==> src/rtl/hazard_scoreboard.sv <==
// hazard_scoreboard: issue-control scoreboard tracking in-flight register writes
//   Stalls decode on RAW hazards (rs1/rs2), per-register WAW counter saturation or
//   total in-flight limit; writeback retires entries, flush drops all tracking.
// Ports:
//   i_clk, i_rst            clock, synchronous active-high reset
//   i_dec_valid/o_dec_ready decode handshake (issue = valid & ready)
//   i_rs1/i_rs1_out         source 1 index and read enable
//   i_rs2/i_rs2_out         source 2 index and read enable
//   i_rd/i_rd_we            destination index and write enable
//   i_wb_valid/i_wb_rd      writeback retire event and its destination
//   i_flush                 discard all in-flight tracking
//   o_issue                 registered pulse, issue accepted last cycle
//   o_pending               bit r set while register r has a pending write
//   o_inflight              total pending writes
//   o_err_underflow         sticky, retire seen for a register with nothing pending
module hazard_scoreboard #(
    parameter int NUM_REGS     = 32,
    parameter int CNT_W        = 2,
    parameter int MAX_INFLIGHT = 4,
    parameter int WB_BYPASS    = 1
) (
    input  logic                              i_clk,
    input  logic                              i_rst,
    input  logic                              i_dec_valid,
    output logic                              o_dec_ready,
    input  logic [$clog2(NUM_REGS)-1:0]       i_rs1,
    input  logic                              i_rs1_out,
    input  logic [$clog2(NUM_REGS)-1:0]       i_rs2,
    input  logic                              i_rs2_out,
    input  logic [$clog2(NUM_REGS)-1:0]       i_rd,
    input  logic                              i_rd_we,
    input  logic                              i_wb_valid,
    input  logic [$clog2(NUM_REGS)-1:0]       i_wb_rd,
    input  logic                              i_flush,
    output logic                              o_issue,
    output logic [NUM_REGS-1:0]               o_pending,
    output logic [$clog2(MAX_INFLIGHT+1)-1:0] o_inflight,
    output logic                              o_err_underflow
);
    localparam int AW = $clog2(NUM_REGS);
    localparam int IW = $clog2(MAX_INFLIGHT+1);
    localparam logic [CNT_W-1:0] CMAX = {CNT_W{1'b1}};

    logic [CNT_W-1:0] r_cnt [NUM_REGS];
    logic [IW-1:0]    r_inflight;
    logic             r_issue;
    logic             r_err;

    logic w_ret, w_underflow, w_byp1, w_byp2, w_raw1, w_raw2, w_full, w_waw, w_iss_w;

    // A retire only counts when it hits a register that actually has a pending write;
    // anything else is either ignored (x0) or an underflow error.
    assign w_ret       = i_wb_valid & (i_wb_rd != '0) & (r_cnt[i_wb_rd] != '0);
    assign w_underflow = i_wb_valid & (i_wb_rd != '0) & (r_cnt[i_wb_rd] == '0);
    // Bypass: the last outstanding write to a source retiring this cycle clears its hazard.
    assign w_byp1 = (WB_BYPASS != 0) & i_wb_valid & (i_wb_rd == i_rs1) & (r_cnt[i_rs1] == CNT_W'(1));
    assign w_byp2 = (WB_BYPASS != 0) & i_wb_valid & (i_wb_rd == i_rs2) & (r_cnt[i_rs2] == CNT_W'(1));
    assign w_raw1 = i_rs1_out & (i_rs1 != '0) & (r_cnt[i_rs1] != '0) & !w_byp1;
    assign w_raw2 = i_rs2_out & (i_rs2 != '0) & (r_cnt[i_rs2] != '0) & !w_byp2;
    assign w_full = (r_inflight == IW'(MAX_INFLIGHT)) & !w_ret;
    assign w_waw  = i_rd_we & (i_rd != '0) & (r_cnt[i_rd] == CMAX) & !(w_ret & (i_wb_rd == i_rd));
    assign o_dec_ready = !i_flush & !w_raw1 & !w_raw2 & !w_full & !w_waw;
    assign w_iss_w     = i_dec_valid & o_dec_ready & i_rd_we & (i_rd != '0);

    always_ff @(posedge i_clk) begin
        if (i_rst) begin
            r_issue <= 1'b0;
            r_err   <= 1'b0;
        end else begin
            r_issue <= i_dec_valid & o_dec_ready;
            r_err   <= r_err | (w_underflow & !i_flush);
        end
        for (int r = 0; r < NUM_REGS; r++)
            r_cnt[r] <= (i_rst | i_flush) ? '0 :
                        r_cnt[r] + CNT_W'(w_iss_w && i_rd == AW'(r)) - CNT_W'(w_ret && i_wb_rd == AW'(r));
        r_inflight <= (i_rst | i_flush) ? '0 : r_inflight + IW'(w_iss_w) - IW'(w_ret);
    end

    always_comb begin
        o_pending = '0;
        for (int r = 1; r < NUM_REGS; r++)
            o_pending[r] = r_cnt[r] != '0;
    end

    assign o_issue         = r_issue;
    assign o_inflight      = r_inflight;
    assign o_err_underflow = r_err;
endmodule

==> config.mk <==
export PLATFORM = sky130hd
export DESIGN_NAME = hazard_scoreboard
export DESIGN_NICKNAME = d
export VERILOG_FILES = /design/src/rtl/hazard_scoreboard.sv
export SDC_FILE = /design/constraint.sdc
export NUM_CORES = 1
export LEC_CHECK = 0
export ABC_AREA = 1
export CAP_MARGIN = 20
export CORE_MARGIN = 5
export CORE_UTILIZATION = 40
export DETAILED_ROUTE_END_ITERATION = 10
export SYNTH_ARGS = -nofsm -noshare
export SYNTH_HDL_FRONTEND = slang
export SYNTH_SLANG_ARGS = --single-unit
==> constraint.sdc <==
create_clock -name i_clk -period 3.65 [get_ports i_clk]
set_input_delay 0.73 -clock i_clk [delete_from_list [all_inputs] [get_ports i_clk]]
set_output_delay 0.73 -clock i_clk [all_outputs]
set_load 0.005 [all_outputs]
==> flow_metrics.py, run 1 <==
metrics = {
    "run_status": {
        "status": "finished clean",
    },
    "placement": {
        "numPortBuffers": 64,
        "hpwl_mm": 21.7,
        "finalWeightedCongestion": 0.963,
        "place_ws_ps": -437,
    },
    "pwr": {
        "pwr-share-comb_pct": 22.1,
        "p_int_uw": 1480,
        "vdd_ir_drop_max_v": 0.000218,
        "pwr-share-seq_pct": 35.8,
        "finalPower_uw": 2130,
        "power.leakage_uw": 0.00473,
        "p_sw_share_pct": 30.6,
        "p_switching_uw": 653,
        "power_density_nw_per_um2": 233,
        "pwr-share-clk_pct": 42.1,
    },
    "routing": {
        "vias": 8288,
        "antenna_left": 0,
        "drt_wl_total_mm": 27.4,
        "firstDrtPassIters": 6,
        "drc_errors": 0,
        "drt_first_iter_violations": 848,
        "routedWlPerCell_um": 17.0,
        "via_per_inst": 5.13,
    },
    "floorplanning": {
        "chipHeight_um": 144,
        "start_util_pct": 40.3,
        "num_io_pins": 66,
        "rows": 49,
        "core_area_sq_um": 17800,
        "dieArea_sq_um": 20700,
        "die_x_um": 144,
    },
    "global_routing": {
        "antenna_found_initial": 0,
        "grt_usage_pct": 27.0,
        "grt_max_degree": 38,
        "grt_first_pass_wirelength_mm": 42.7,
        "grt_pass1_vias": 7894,
        "overflow": 0,
    },
    "timing": {
        "worst_slack_ps": 129,
        "setup_viol": 0,
        "hold_viol": 0,
        "rsz0062_at_grt": "true",
        "fin_crit_ps": 3520,
        "finalSetupTns_ps": 0,
        "period_share_pct": 96.5,
        "skew_ps": 5.90,
        "slew_viol_final": 0,
        "hold_slack_ps": 480,
        "fmax_mhz": 284,
    },
    "clock_tree": {
        "clk-insertion-delay-late_ps": 350,
        "cts_buffers": 9,
        "clock_sinks": 69,
        "hold_buffers": 0,
        "htree_levels": 3,
        "root_buffer": "clkbuf_16",
        "max-clock-path-buffers": 2,
        "clk_pin_slew_ps": 60,
        "cts_tree": "built",
    },
    "cells_and_area": {
        "syn_to_final_growth_pct": 27.5,
        "antenna_cells": 0,
        "final_nets": 1475,
        "final_cell_mix": "nand2_1 (409), nor2_1 (198), inv_1 (169)",
        "layout_commonest_cell": "nand2_1",
        "drive_above_1_share_pct": 11.0,
        "final_core_util_pct": 51.4,
    },
    "worst_setup_path": {
        "cp-start-kind": "primary input",
        "cpPeakStageDelay_ps": 670,
        "setup.worst_path.start": "i_wb_rd[2]",
        "ff2ff_path_depth": 23,
        "ff2ff_setup_slack_ps": 750,
        "cp_data_required_time_ps": 2920,
        "crit_path_cell_trace": "clkdlybuf4s50_1 > inv_1 > nor2_1 > buf_4 > nand2_1 > nand2_1 > nor2_1 > nand3_2 > nand3_2 > nand2_2 > nand3_2 > nor2_4 > dlygate4sd2_1",
        "critPathKind": "primary input to output port",
        "cpMostUsedCell": "nand3_2",
        "reg2reg_from": "r_cnt[20][1]",
        "crit_slowest_cell": "clkdlybuf4s50_1",
        "arrival_ps": 2790,
        "cp_num_buf_inv": 4,
        "rr_endpoint": "o_inflight[2]",
        "cp_top_family": "buffers and inverters",
        "worstSetupEndpointType": "output port",
        "cp_max_fo": 6,
    },
    "yosys": {
        "avgSynthCellArea_sq_um": 5.72,
        "yosys_warnings": 0,
        "syn_inst": 1254,
        "synth_area_leader_cell": "nand2_1",
        "synth_top_family_by_area": "simple AND/OR/NAND/NOR gates",
        "ys_seq_elements": 69,
        "synth_adder_area_share_pct": 11.6,
        "synthMuxAreaShare_pct": 0,
        "synth-xor-area-share_pct": 4.52,
        "synth_compound_area_share_pct": 7.07,
        "netlist_area_sq_um": 7170,
        "synth_top_area_share_pct": 21.7,
        "yosys-top-cells-area": "nand2_1 (22%), dfxtp_1 (19%), ha_1 (11%), nor2_1 (11%), inv_1 (8.9%)",
        "yosysUniqueCellTypes": 35,
        "synth-simple-area-share_pct": 44.5,
        "yosysSeqAreaShare_pct": 19.3,
    },
    "worst_hold_path": {
        "holdCritStartpoint": "o_err_underflow",
        "min_path_type": "register to register",
        "hold_end": "o_err_underflow",
        "hold_depth": 2,
    },
    "run": {
        "maxCapViolCount": 0,
    },
}
==> routing by layer <==
metal  share of wire [%]  vias up  track usage [%]
li1                    -     4119                -
met1                  43     3743             35.8
met2                  45      367             44.0
met3                 7.9       59             4.13
met4                 3.4        0             10.1
met5                   0        -                0
==> logic make-up (layout without fill, tap and decap cells) <==
logic type / count (synthesis) / count (layout)
and+or+nand+nor: 760 / 760
AOI/OAI and AO/OA: 93 / 93
other: 1 / 3
xor gates and xnor gates: 37 / 37
DFF: 69 / 69
buffers and inverters: 228 / 358
adders and majority gates: 66 / 66
==> power groups by stage <==
stage               registers [uW]  logic, uW  clock network [uW]
finish                         764        471                 898
global route                   764        508                 951
CTS                            764        453                 918
detailed placement             780        449                   0
global placement               780        449                   0
floorplan                      779        228                   0
==> cell usage after synthesis <==
cell / n
o211ai_1: 12
o21a_1: 1
nand4_1: 6
o21ai_1: 1
fa_1: 1
a21oi_1: 29
inv_2: 2
nand3b_1: 1
xor2_1: 37
buf_6: 4
ha_1: 65
nand3_1: 90
buf_4: 5
buf_1: 2
clkbuf_2: 1
buf_2: 20
nand3_2: 1
o21ai_0: 44
nor2_2: 2
o22ai_1: 5
nand4_4: 2
nor4_1: 1
or2_2: 2
clkbuf_1: 22
dfxtp_1: 69
a21boi_1: 1
nor3_1: 1
conb_1: 1
nor2_1: 203
nand2_1: 414
nand2_2: 2
inv_1: 169
clkinv_1: 3
nor3b_1: 32
nor2_4: 3
==> how the worst max path moves through the flow <==
| stage | to | slack [ps] | cells past startpoint |
|---|---|---|---|
| 2_1_floorplan | r_cnt[27][1] | 460 | 22 |
| 3_3_place_gp | o_dec_ready | -360 | 15 |
| 3_5_place_dp | o_dec_ready | -440 | 15 |
| 4_1_cts | o_inflight[2] | 60 | 25 |
| 5_1_grt | o_inflight[2] | -40 | 25 |
| 6_report | o_dec_ready | 130 | 13 |
==> sequential cells by signal (all words and copies together), names as in the netlist <==
name	flops
r_cnt	64
o_err_underflow	1
o_inflight	3
o_issue	1
==> stage by stage <==
step           instance area, sq um  cells
4_1_cts                        9020   1609
5_1_grt                        9140   1615
2_1_floorplan                  7170   1256
6_report                       9140   1615
3_3_place_gp                   8700   1591
3_5_place_dp                   8700   1591
==> worst min-delay path, cell delays in order (launching register included) <==
cell and delay [ps]:
dfxtp_1 330, a21oi_1 40, nor2_1 70
==> repair_timing <==
item                                    4_1_cts  5_1_grt
endpoints found under the setup margin        1       34
setup buffers                                 2        6
pin swaps                                     3       11
gates resized for setup                       7       22
cloned                                        0        0
==> area by class of cell <==
cell class,instances,area (sq um)
clock buffer,10,229
clock inverter,6,63.8
fill,1944,8640
inverter,174,654
multi-input combinational,959,4920
sequential,69,1380
tap,229,287
timing repair buffer,168,1600
(Power assumes the default switching activity.)
==> run 2: changes to the inputs <==
--- a/config.mk
+++ b/config.mk
@@ -10,6 +10,7 @@
 export CORE_MARGIN = 5
 export CORE_UTILIZATION = 40
 export DETAILED_ROUTE_END_ITERATION = 10
+export SLEW_MARGIN = 15
 export SYNTH_ARGS = -nofsm -noshare
 export SYNTH_HDL_FRONTEND = slang
 export SYNTH_SLANG_ARGS = --single-unit
==> results of run 2 <==
Final layout, timing and power as in run 1 (identical DEF).
==> run 3: changes to the inputs <==
--- a/config.mk
+++ b/config.mk
@@ -8,9 +8,10 @@
 export ABC_AREA = 1
 export CAP_MARGIN = 20
 export CORE_MARGIN = 5
-export CORE_UTILIZATION = 40
+export CORE_UTILIZATION = 45
 export DETAILED_ROUTE_END_ITERATION = 10
 export SLEW_MARGIN = 15
 export SYNTH_ARGS = -nofsm -noshare
 export SYNTH_HDL_FRONTEND = slang
 export SYNTH_SLANG_ARGS = --single-unit
+export TNS_END_PERCENT = 5
==> run 3 against run 2 <==
Core utilization is 6.8 points higher. Critical path depth increased by 11. First-iteration DRC count rose by 6.0%. Global-route usage is 4.1 points higher. Sequential power about the same. Power is 2.7% higher. Setup slack gained 190 ps. Critical path type is now primary input to register. Clock-buffer cell count unchanged. Register-to-register slack lost 80 ps. Design area is 0.42% higher. Final cell count shrank 0.25%. Sequential share of layout area is 0.064 points lower.
==> flow_metrics.py, run 3 (same netlist as run 1, synthesis figures left out) <==
metrics = {
    "cells_and_area": {
        "syn_to_final_growth_pct": 28.1,
        "drive_above_1_share_pct": 11.8,
        "top_register": "r_cnt",
        "fin_area_sq_um": 9180,
        "final_nets": 1484,
        "largest_register_ffs": 64,
        "antenna_cells": 0,
        "final_core_util_pct": 58.2,
        "layout_commonest_cell": "nand2_1",
        "final_cell_mix": "nand2_1 (409), nor2_1 (197), inv_1 (166)",
    },
    "pwr": {
        "pwr-share-seq_pct": 34.9,
        "vdd_ir_drop_max_v": 0.000237,
        "p_switching_uw": 685,
        "p_int_uw": 1510,
        "pwr-share-clk_pct": 43.2,
        "pwr-share-comb_pct": 21.9,
        "power_density_nw_per_um2": 239,
        "p_sw_share_pct": 31.3,
        "power.leakage_uw": 0.00479,
    },
    "timing": {
        "hold_slack_ps": 488,
        "hold_viol": 0,
        "skew_ps": 10.1,
        "period_share_pct": 91.1,
        "slew_headroom_pct": 61.7,
        "worst_slack_ps": 323,
        "fmax_mhz": 301,
        "fin_crit_ps": 3330,
        "slew_viol_final": 0,
        "rsz0062_at_grt": "false",
        "setup_viol": 0,
        "max_slew.worst_pin.slew_ps": 573,
    },
    "worst_setup_path": {
        "cpMostUsedCell": "nand2_1",
        "arrival_ps": 3620,
        "crit_path_cell_trace": "clkdlybuf4s15_2 > inv_2 > buf_4 > buf_4 > nand2_1 > nand2_1 > nand2_1 > nand2_1 > nor2_1 > nand3_2 > nand3_2 > nand2_1 > nand3_2 > nor2_4 > buf_4 > buf_4 > nand3_1 > nand2_1 > nand2_1 > ha_1 > inv_1 > fa_1 > a21oi_1 > o21a_1",
        "cp_top_family": "buffers and inverters",
        "worstSetupEndpointType": "register",
        "cp_num_buf_inv": 7,
        "rr_endpoint": "o_inflight[2]",
        "crit_slowest_cell": "fa_1",
        "reg2reg_from": "r_cnt[28][0]",
        "setup.worst_path.start": "i_wb_rd[1]",
        "critPathKind": "primary input to register",
        "cp_data_required_time_ps": 3950,
        "ff2ff_path_depth": 23,
        "endpoint": "o_inflight[2]",
        "cp_max_fo": 6,
        "cp-start-kind": "primary input",
        "cpPeakStageDelay_ps": 370,
        "ff2ff_setup_slack_ps": 670,
        "path_depth": 24,
    },
    "routing": {
        "routedWlPerCell_um": 17.6,
        "drt_first_iter_violations": 899,
        "antenna_left": 0,
        "via_per_inst": 5.16,
        "drt_wl_total_mm": 28.4,
        "firstDrtPassIters": 5,
        "vias": 8306,
        "drc_errors": 0,
    },
    "floorplanning": {
        "num_io_pins": 66,
        "die_x_um": 136,
        "dieArea_sq_um": 18600,
        "core_area_sq_um": 15800,
        "start_util_pct": 45.4,
        "chipHeight_um": 136,
        "rows": 46,
    },
    "run_status": {
        "status": "finished clean",
    },
    "clock_tree": {
        "clk-insertion-delay-late_ps": 360,
        "cts_buffers": 9,
        "htree_levels": 3,
        "clock_sinks": 69,
        "cts_tree": "built",
        "max-clock-path-buffers": 2,
        "root_buffer": "clkbuf_16",
        "hold_buffers": 0,
        "clk_pin_slew_ps": 60,
    },
    "placement": {
        "hpwl_mm": 22.8,
        "finalWeightedCongestion": 0.997,
        "numPortBuffers": 64,
        "postPlaceCellArea_sq_um": 8770,
        "place_ws_ps": -475,
    },
    "worst_hold_path": {
        "holdCritStartpoint": "o_err_underflow",
        "min_path_type": "register to register",
    },
    "global_routing": {
        "grt_max_degree": 34,
        "overflow": 0,
        "grt_first_pass_wirelength_mm": 43.2,
        "antenna_found_initial": 0,
        "grt_pass1_vias": 7735,
        "grt_usage_pct": 31.0,
    },
    "run": {
        "maxCapViolCount": 0,
    },
}
[run 3: cell types whose count changed in the layout (fill, tap and decap cells not counted), sizes merged, moves of 2 or more]
cell / previous run / this run
buf: 106 / 115
clkdlybuf4s50: 58 / 49
dlygate4sd2: 2 / 11
inv: 171 / 173
[run 3: worst min-delay path by stage]
| stage | end | slack (ps) | depth (start not counted) |
|---|---|---|---|
| after floorplan | o_err_underflow | 460 | 2 |
| after global placement | o_err_underflow | 470 | 2 |
| after detailed placement | o_err_underflow | 470 | 2 |
| after CTS | o_err_underflow | 490 | 2 |
| after global routing | o_err_underflow | 530 | 2 |
| final | o_err_underflow | 490 | 2 |
[run 3: final cells by class]
cell class | instances | area [sq um]
clock buffers | 10 | 239
repair buffers | 177 | 1640
multi-input cells | 959 | 4920
well taps | 216 | 270
clock inverters | 6 | 68.8
flip-flops and latches | 69 | 1380
fillers | 1712 | 6590
inverters | 174 | 658
[run 3: worst register-to-register path, delay by kind of cell, from the launching register on]
family / cells / cell delay (ps)
compound gates: 3 / 460
fa+ha+maj: 2 / 500
flops: 1 / 380
simple gates: 14 / 1130
buf+inv: 4 / 470
[run 3: metrics by stage]
stage | TNS, ps | total power, uW | cells
floorplan | 0 | 1010 | 1256
CTS | 0 | 2190 | 1610
finish | 0 | 2190 | 1611
global placement | -11030 | 1240 | 1591
detailed placement | -14520 | 1240 | 1591
global route | 0 | 2270 | 1611
[run 3: repair_timing]
action	4_1_cts	5_1_grt
gates cloned	1	0
pin swaps	4	3
gates resized for setup	37	11
setup buffers	2	1
endpoints found under the setup margin	4	3
[run 3: per-layer routing]
layer	vias to the layer above	global-route usage, %	part of all wire, %	wire [um]
li1	4160	-	-	-
met1	3719	41.4	43	12300
met2	369	49.0	44	12600
met3	58	6.22	9.0	2540
met4	0	12.5	3.6	1010
met5	-	0	0	0
[run 3: power by group through the flow]
stage / clock network (uW) / registers (uW) / logic (uW)
2_1_floorplan: 0 / 779 / 228
3_3_place_gp: 0 / 781 / 458
3_5_place_dp: 0 / 781 / 458
4_1_cts: 964 / 764 / 467
5_1_grt: 986 / 764 / 515
6_report: 947 / 764 / 480
